==> config.mk <==
export PLATFORM = sky130hd
export DESIGN_NAME = imem_loader
export DESIGN_NICKNAME = d
export VERILOG_FILES = /design/src/rtl/imem_loader.sv
export SDC_FILE = /design/constraint.sdc
export NUM_CORES = 1
export LEC_CHECK = 0
export BUFFER_PORTS_ARGS = -buffer_cell sky130_fd_sc_hd__buf_2
export CELL_PAD_IN_SITES_DETAIL_PLACEMENT = 0
export CELL_PAD_IN_SITES_GLOBAL_PLACEMENT = 1
export CORE_MARGIN = 4
export CORE_UTILIZATION = 43
export DETAILED_ROUTE_END_ITERATION = 8
export PLACE_DENSITY = 0.81
export SLEW_MARGIN = 20
export SYNTH_ARGS = -nofsm -noshare
export SYNTH_HDL_FRONTEND = slang
export SYNTH_SLANG_ARGS = --single-unit
==> constraint.sdc <==
create_clock -name i_clk -period 5.2 [get_ports i_clk]
set_input_delay 0.52 -clock i_clk [delete_from_list [all_inputs] [get_ports i_clk]]
set_output_delay 0.52 -clock i_clk [all_outputs]
set_load 0.01 [all_outputs]
==> src/rtl/imem_loader.sv <==
// Packs debug-UART bytes (big-endian) into words and writes them to instruction memory at 0,4,8,...
// Each word: 1 setup cycle, 1 write-strobe cycle, 1 check cycle; bytes arriving meanwhile are dropped and flagged.
module imem_loader #(
    parameter int                   INST_BITS = 32,
    parameter int                   CELLS     = 256,
    parameter logic [INST_BITS-1:0] HALT_INST = 32'hFFFF_FFFF
) (
    input  logic                     i_clk,
    input  logic                     i_rst,
    input  logic                     i_start,
    input  logic                     i_rx_valid,
    input  logic [7:0]               i_rx_data,
    output logic [INST_BITS-1:0]     o_dbg_addr,
    output logic [INST_BITS-1:0]     o_dbg_inst,
    output logic                     o_dbg_wr_en,
    output logic                     o_busy,
    output logic                     o_done,
    output logic                     o_full,
    output logic                     o_err,
    output logic [$clog2(CELLS)-1:0] o_inst_count
);

    localparam int                   CNT_W     = $clog2(CELLS);
    localparam logic [INST_BITS-1:0] LAST_ADDR = INST_BITS'(CELLS - 4);

    typedef enum logic [2:0] {
        IDLE  = 3'd0,
        RECV  = 3'd1,
        SETUP = 3'd2,
        WRITE = 3'd3,
        CHECK = 3'd4,
        DONE  = 3'd5
    } state_t;

    state_t               state_q, state_d;
    logic [1:0]           byte_cnt_q, byte_cnt_d;
    logic [INST_BITS-1:0] shift_q, shift_d;
    logic [INST_BITS-1:0] addr_q, addr_d;
    logic [INST_BITS-1:0] inst_q, inst_d;
    logic                 wr_en_q, wr_en_d;
    logic                 busy_q, busy_d;
    logic                 done_q, done_d;
    logic                 full_q, full_d;
    logic                 err_q, err_d;
    logic [CNT_W-1:0]     cnt_q, cnt_d;

    always_ff @(posedge i_clk) begin
        if (i_rst) begin
            state_q    <= IDLE;
            byte_cnt_q <= '0;
            shift_q    <= '0;
            addr_q     <= '0;
            inst_q     <= '0;
            wr_en_q    <= 1'b0;
            busy_q     <= 1'b0;
            done_q     <= 1'b0;
            full_q     <= 1'b0;
            err_q      <= 1'b0;
            cnt_q      <= '0;
        end else begin
            state_q    <= state_d;
            byte_cnt_q <= byte_cnt_d;
            shift_q    <= shift_d;
            addr_q     <= addr_d;
            inst_q     <= inst_d;
            wr_en_q    <= wr_en_d;
            busy_q     <= busy_d;
            done_q     <= done_d;
            full_q     <= full_d;
            err_q      <= err_d;
            cnt_q      <= cnt_d;
        end
    end

    always_comb begin
        state_d    = state_q;
        byte_cnt_d = byte_cnt_q;
        shift_d    = shift_q;
        addr_d     = addr_q;
        inst_d     = inst_q;
        wr_en_d    = 1'b0;
        busy_d     = busy_q;
        done_d     = done_q;
        full_d     = full_q;
        err_d      = err_q;
        cnt_d      = cnt_q;

        case (state_q)
            IDLE, DONE: begin
                // A byte coinciding with start is discarded silently.
                if (i_start) begin
                    state_d    = RECV;
                    addr_d     = '0;
                    cnt_d      = '0;
                    full_d     = 1'b0;
                    err_d      = 1'b0;
                    done_d     = 1'b0;
                    byte_cnt_d = '0;
                    busy_d     = 1'b1;
                end
            end
            RECV: begin
                if (i_rx_valid) begin
                    shift_d = {shift_q[INST_BITS-9:0], i_rx_data};
                    if (byte_cnt_q == 2'd3) begin
                        byte_cnt_d = '0;
                        inst_d     = shift_d;
                        state_d    = SETUP;
                    end else begin
                        byte_cnt_d = byte_cnt_q + 2'd1;
                    end
                end
            end
            SETUP: begin
                if (i_rx_valid) err_d = 1'b1;
                wr_en_d = 1'b1;
                state_d = WRITE;
            end
            WRITE: begin
                if (i_rx_valid) err_d = 1'b1;
                cnt_d   = cnt_q + CNT_W'(1);
                state_d = CHECK;
            end
            CHECK: begin
                if (i_rx_valid) err_d = 1'b1;
                // HALT wins over the full condition when it lands in the last slot.
                if (inst_q == HALT_INST) begin
                    state_d = DONE;
                    done_d  = 1'b1;
                    busy_d  = 1'b0;
                end else if (addr_q == LAST_ADDR) begin
                    state_d = DONE;
                    done_d  = 1'b1;
                    full_d  = 1'b1;
                    busy_d  = 1'b0;
                end else begin
                    addr_d  = addr_q + INST_BITS'(4);
                    state_d = RECV;
                end
            end
            default: begin
                state_d = IDLE;
                busy_d  = 1'b0;
            end
        endcase
    end

    assign o_dbg_addr   = addr_q;
    assign o_dbg_inst   = inst_q;
    assign o_dbg_wr_en  = wr_en_q;
    assign o_busy       = busy_q;
    assign o_done       = done_q;
    assign o_full       = full_q;
    assign o_err        = err_q;
    assign o_inst_count = cnt_q;

endmodule

==> results.sh <==
export IMPL_status="complete, no violations"
export IMPL_p_sw_share_pct=26.4
export IMPL_powerDensity_nw_per_um2=277
export IMPL_worst_pin_slew_ns=0.933
export IMPL_drv_cap=0
export IMPL_synth_area_mux_share_pct=0.957
export IMPL_synth_edff_count=0
export IMPL_post_route_period_util_pct=52.2
export IMPL_syn_area_per_cell_um2=7.89
export IMPL_use_met3_pct=3.55
export IMPL_synth_compound_area_share_pct=17.7
export IMPL_drv_slew=0
export IMPL_drtPass1Iterations=4
export IMPL_ys_ff_latch=104
export IMPL_cts_hold_buf=0
export IMPL_rr_startpoint="state_q[0]$_SDFFE_PP0P_"
export IMPL_synthAdderAreaFrac_pct=0.820
export IMPL_vias_per_cell=5.54
export IMPL_numCtsBuffers=9
export IMPL_clkTransAtPathRegs_ns=0.12
export IMPL_pin_count=89
export IMPL_cp_required_ns=5.44
export IMPL_fin_crit_ns=2.72
export IMPL_grtUsageTotal_pct=18.6
export IMPL_setup_tns_ns=0
export IMPL_netlist_top_cells_area="dfxtp_1 (45%), nand2_1 (12%), a21oi_1 (8.3%), nand4_1 (2.9%), nand3_1 (2.6%)"
export IMPL_synth_top_cell_by_area="dfxtp_1"
export IMPL_min_path_type="in2reg"
export IMPL_io_buffer_count=86
export IMPL_fin_area_um2=5250
export IMPL_vias=4339
export IMPL_clockBufferDepth=2
export IMPL_busiest_layer="met2"
export IMPL_synth_seq_area_share_pct=45.5
export IMPL_worstSkewPairLatency_ns=0.38
export IMPL_dpl_cell_area_um2=5020
export IMPL_die_x_um=111
export IMPL_yosysTopAreaCellShare_pct=45.5
export IMPL_async_reset_ff_share_pct=0
export IMPL_ir_drop_mv=0.132
export IMPL_reg2reg_slack_ns=2.48
export IMPL_synth_top_family_by_area="simple AND/OR/NAND/NOR gates"
export IMPL_power_w=0.00145
export IMPL_clockPowerShare_pct=37.8
export IMPL_routedWlPerCell_um=14.9
export IMPL_cp_start_kind="flop"
export IMPL_overflow=0
export IMPL_p_seq_share_pct=56.2
export IMPL_dieHeight_um=111
export IMPL_crit_fanout=12
export IMPL_grt_pass1_vias=3934
export IMPL_drt_initial_drc_count=230
export IMPL_rr_worst_depth=7
export IMPL_cts_tree="built"
export IMPL_antenna_found_initial=0
export IMPL_grt_pass1_wl_um=19600
export IMPL_fmax_ghz=0.368
export IMPL_synth_most_common_cell="nand2_1"
export IMPL_endpoint_kind="flop"
export IMPL_holdPathStages=3
export IMPL_min_to="o_dbg_inst[6]$_SDFFE_PP0P_"
export IMPL_post_cts_setup_buffers=0
export IMPL_cellLeakagePower_nw=2.04
export IMPL_fill_cells=1080
export IMPL_dieArea_um2=12400
export IMPL_synth_simple_area_share_pct=30.7
export IMPL_hpwl_um=7970
export IMPL_cts_sinks=104
export IMPL_cts_resized=0
export IMPL_drc_errors=0
export IMPL_ys_warn_count=0
export IMPL_p_int_w=0.00107
export IMPL_rsz0062_at_grt="false"
export IMPL_num_antenna_cells=0
export IMPL_criticalPathCategory="reg2reg"
export IMPL_worstPathArrival_ns=2.96
export IMPL_synthDistinctLibCells=56
export IMPL_hold_viol_final=0
export IMPL_drive_gt1_share_pct=19.2
export IMPL_min_from="i_rx_data[6]"
export IMPL_pwr_share_comb_pct=5.9
export IMPL_ctsRootBufferMaster="clkbuf_8"
export IMPL_met2_usage_pct=28.5
export IMPL_yosys_top_cells_count="nand2_1 (148), dfxtp_1 (104), a21oi_1 (76)"
export IMPL_setup_viol=0
export IMPL_ys_flop_type="dfxtp_1"
export IMPL_p_sw_w=0.000382
export IMPL_area_delta_synth_final_pct=14.6
export IMPL_grt_use_met1_pct=26.7
export IMPL_antenna_violating_nets_post_route=0
export IMPL_rows=37
export IMPL_gp_congestion=0.805
export IMPL_grt_max_degree=52
export IMPL_start_util_pct=44.1
export IMPL_synth_xor_area_share_pct=0.191
export IMPL_core_area_um2=10400
export IMPL_htree_num_levels=3
export IMPL_relSlewSlack_pct=37.6
export IMPL_r2r_end="o_dbg_addr[14]$_SDFFE_PP0P_"
export IMPL_totalWireLength_um=11700
export IMPL_skew_ns=0.0182
export IMPL_final_nets=657
export IMPL_syn_area_um2=4580
export IMPL_synthCells=580
## cells in the final DEF, fill, tap and decap left out, drive strengths merged, types with 6 or more instances in the layout
cell type	instances
and2	6
a21o	6
nor3	11
nand2	148
o21ai	27
dfxtp	104
nor2	26
nand4	21
a31oi	6
a21oi	77
and3	8
nor4	10
clkbuf	9
nand3	24
o31ai	6
buf	89
## flip-flops by register name, indices dropped and copies added, names as in the netlist, 2 cells and up
| register | cells |
|---|---|
| state_q | 3 |
| o_dbg_addr | 30 |
| shift_q | 24 |
| o_inst_count | 8 |
| byte_cnt_q | 2 |
| o_dbg_inst | 32 |
## metal layers
| metal | vias to the layer above | wire [um] |
|---|---|---|
| li1 | 2169 | - |
| met1 | 2024 | 5620 |
| met2 | 135 | 5200 |
| met3 | 11 | 723 |
| met4 | 0 | 121 |
| met5 | - | 0 |
## cell type report
type                    count  area, um2  share of cell area (%)
multi-input cells         437       2320                    44.2
flip-flops and latches    104       2080                    39.7
repair buffers             89        453                    8.64
well taps                 136        170                    3.24
clock buffers               9        124                    2.36
clock inverters             7       95.1                    1.81
inverters                   1       3.75                  0.0716
## power by group through the flow
stage / logic (W) / registers [W] / clock network [W]
4_1_cts: 0.0000866 / 0.000816 / 0.000564
2_1_floorplan: 0.0000670 / 0.000829 / 0
6_report: 0.0000860 / 0.000816 / 0.000549
3_5_place_dp: 0.0000864 / 0.000834 / 0
3_3_place_gp: 0.0000850 / 0.000834 / 0
5_1_grt: 0.0000962 / 0.000818 / 0.000599
## worst max-delay path: stages, from the launching register on
cell and delay (ns):
dfxtp_1 0.43, nor2b_1 0.25, a21oi_2 0.11, nor2_1 0.69, nor2_1 0.37, buf_4 0.29, o311ai_0 0.32, o41ai_1 0.13
## how the worst max path moves through the flow
| stage | startpoint | to | slack [ns] | depth (start not counted) |
|---|---|---|---|---|
| 2_1_floorplan | o_dbg_addr[2]$_SDFFE_PP0P_ | o_dbg_addr[24]$_SDFFE_PP0P_ | 3.31 | 7 |
| 3_3_place_gp | i_rx_valid | o_dbg_inst[0]$_SDFFE_PP0P_ | 2.28 | 6 |
| 3_5_place_dp | i_rx_valid | o_dbg_inst[11]$_SDFFE_PP0P_ | 2.19 | 6 |
| 4_1_cts | state_q[0]$_SDFFE_PP0P_ | o_dbg_inst[25]$_SDFFE_PP0P_ | 2.22 | 5 |
| 5_1_grt | state_q[0]$_SDFFE_PP0P_ | o_dbg_addr[14]$_SDFFE_PP0P_ | 2.22 | 7 |
| 6_report | state_q[0]$_SDFFE_PP0P_ | o_dbg_addr[14]$_SDFFE_PP0P_ | 2.48 | 7 |
## cell families after synthesis
group | Yosys count
xor gates and xnor gates | 1
and+or+nand+nor | 287
DFF | 104
buffers and inverters | 40
adders and majority gates | 3
muxes | 4
AOI/OAI and AO/OA | 140
other | 1
## per-stage QoR
stage | setup WS, ns | hold WS [ns] | utilization, % | std cells
after floorplan | 3.31 | 0.432 | - | 581
after global placement | 2.28 | 0.443 | 48.4 | 767
after detailed placement | 2.19 | 0.449 | 48.4 | 767
after CTS | 2.22 | 0.371 | 50.5 | 783
after global routing | 2.22 | 0.374 | 50.6 | 783
final | 2.48 | 0.385 | 50.6 | 783
Power figures use the tool's default switching activity.
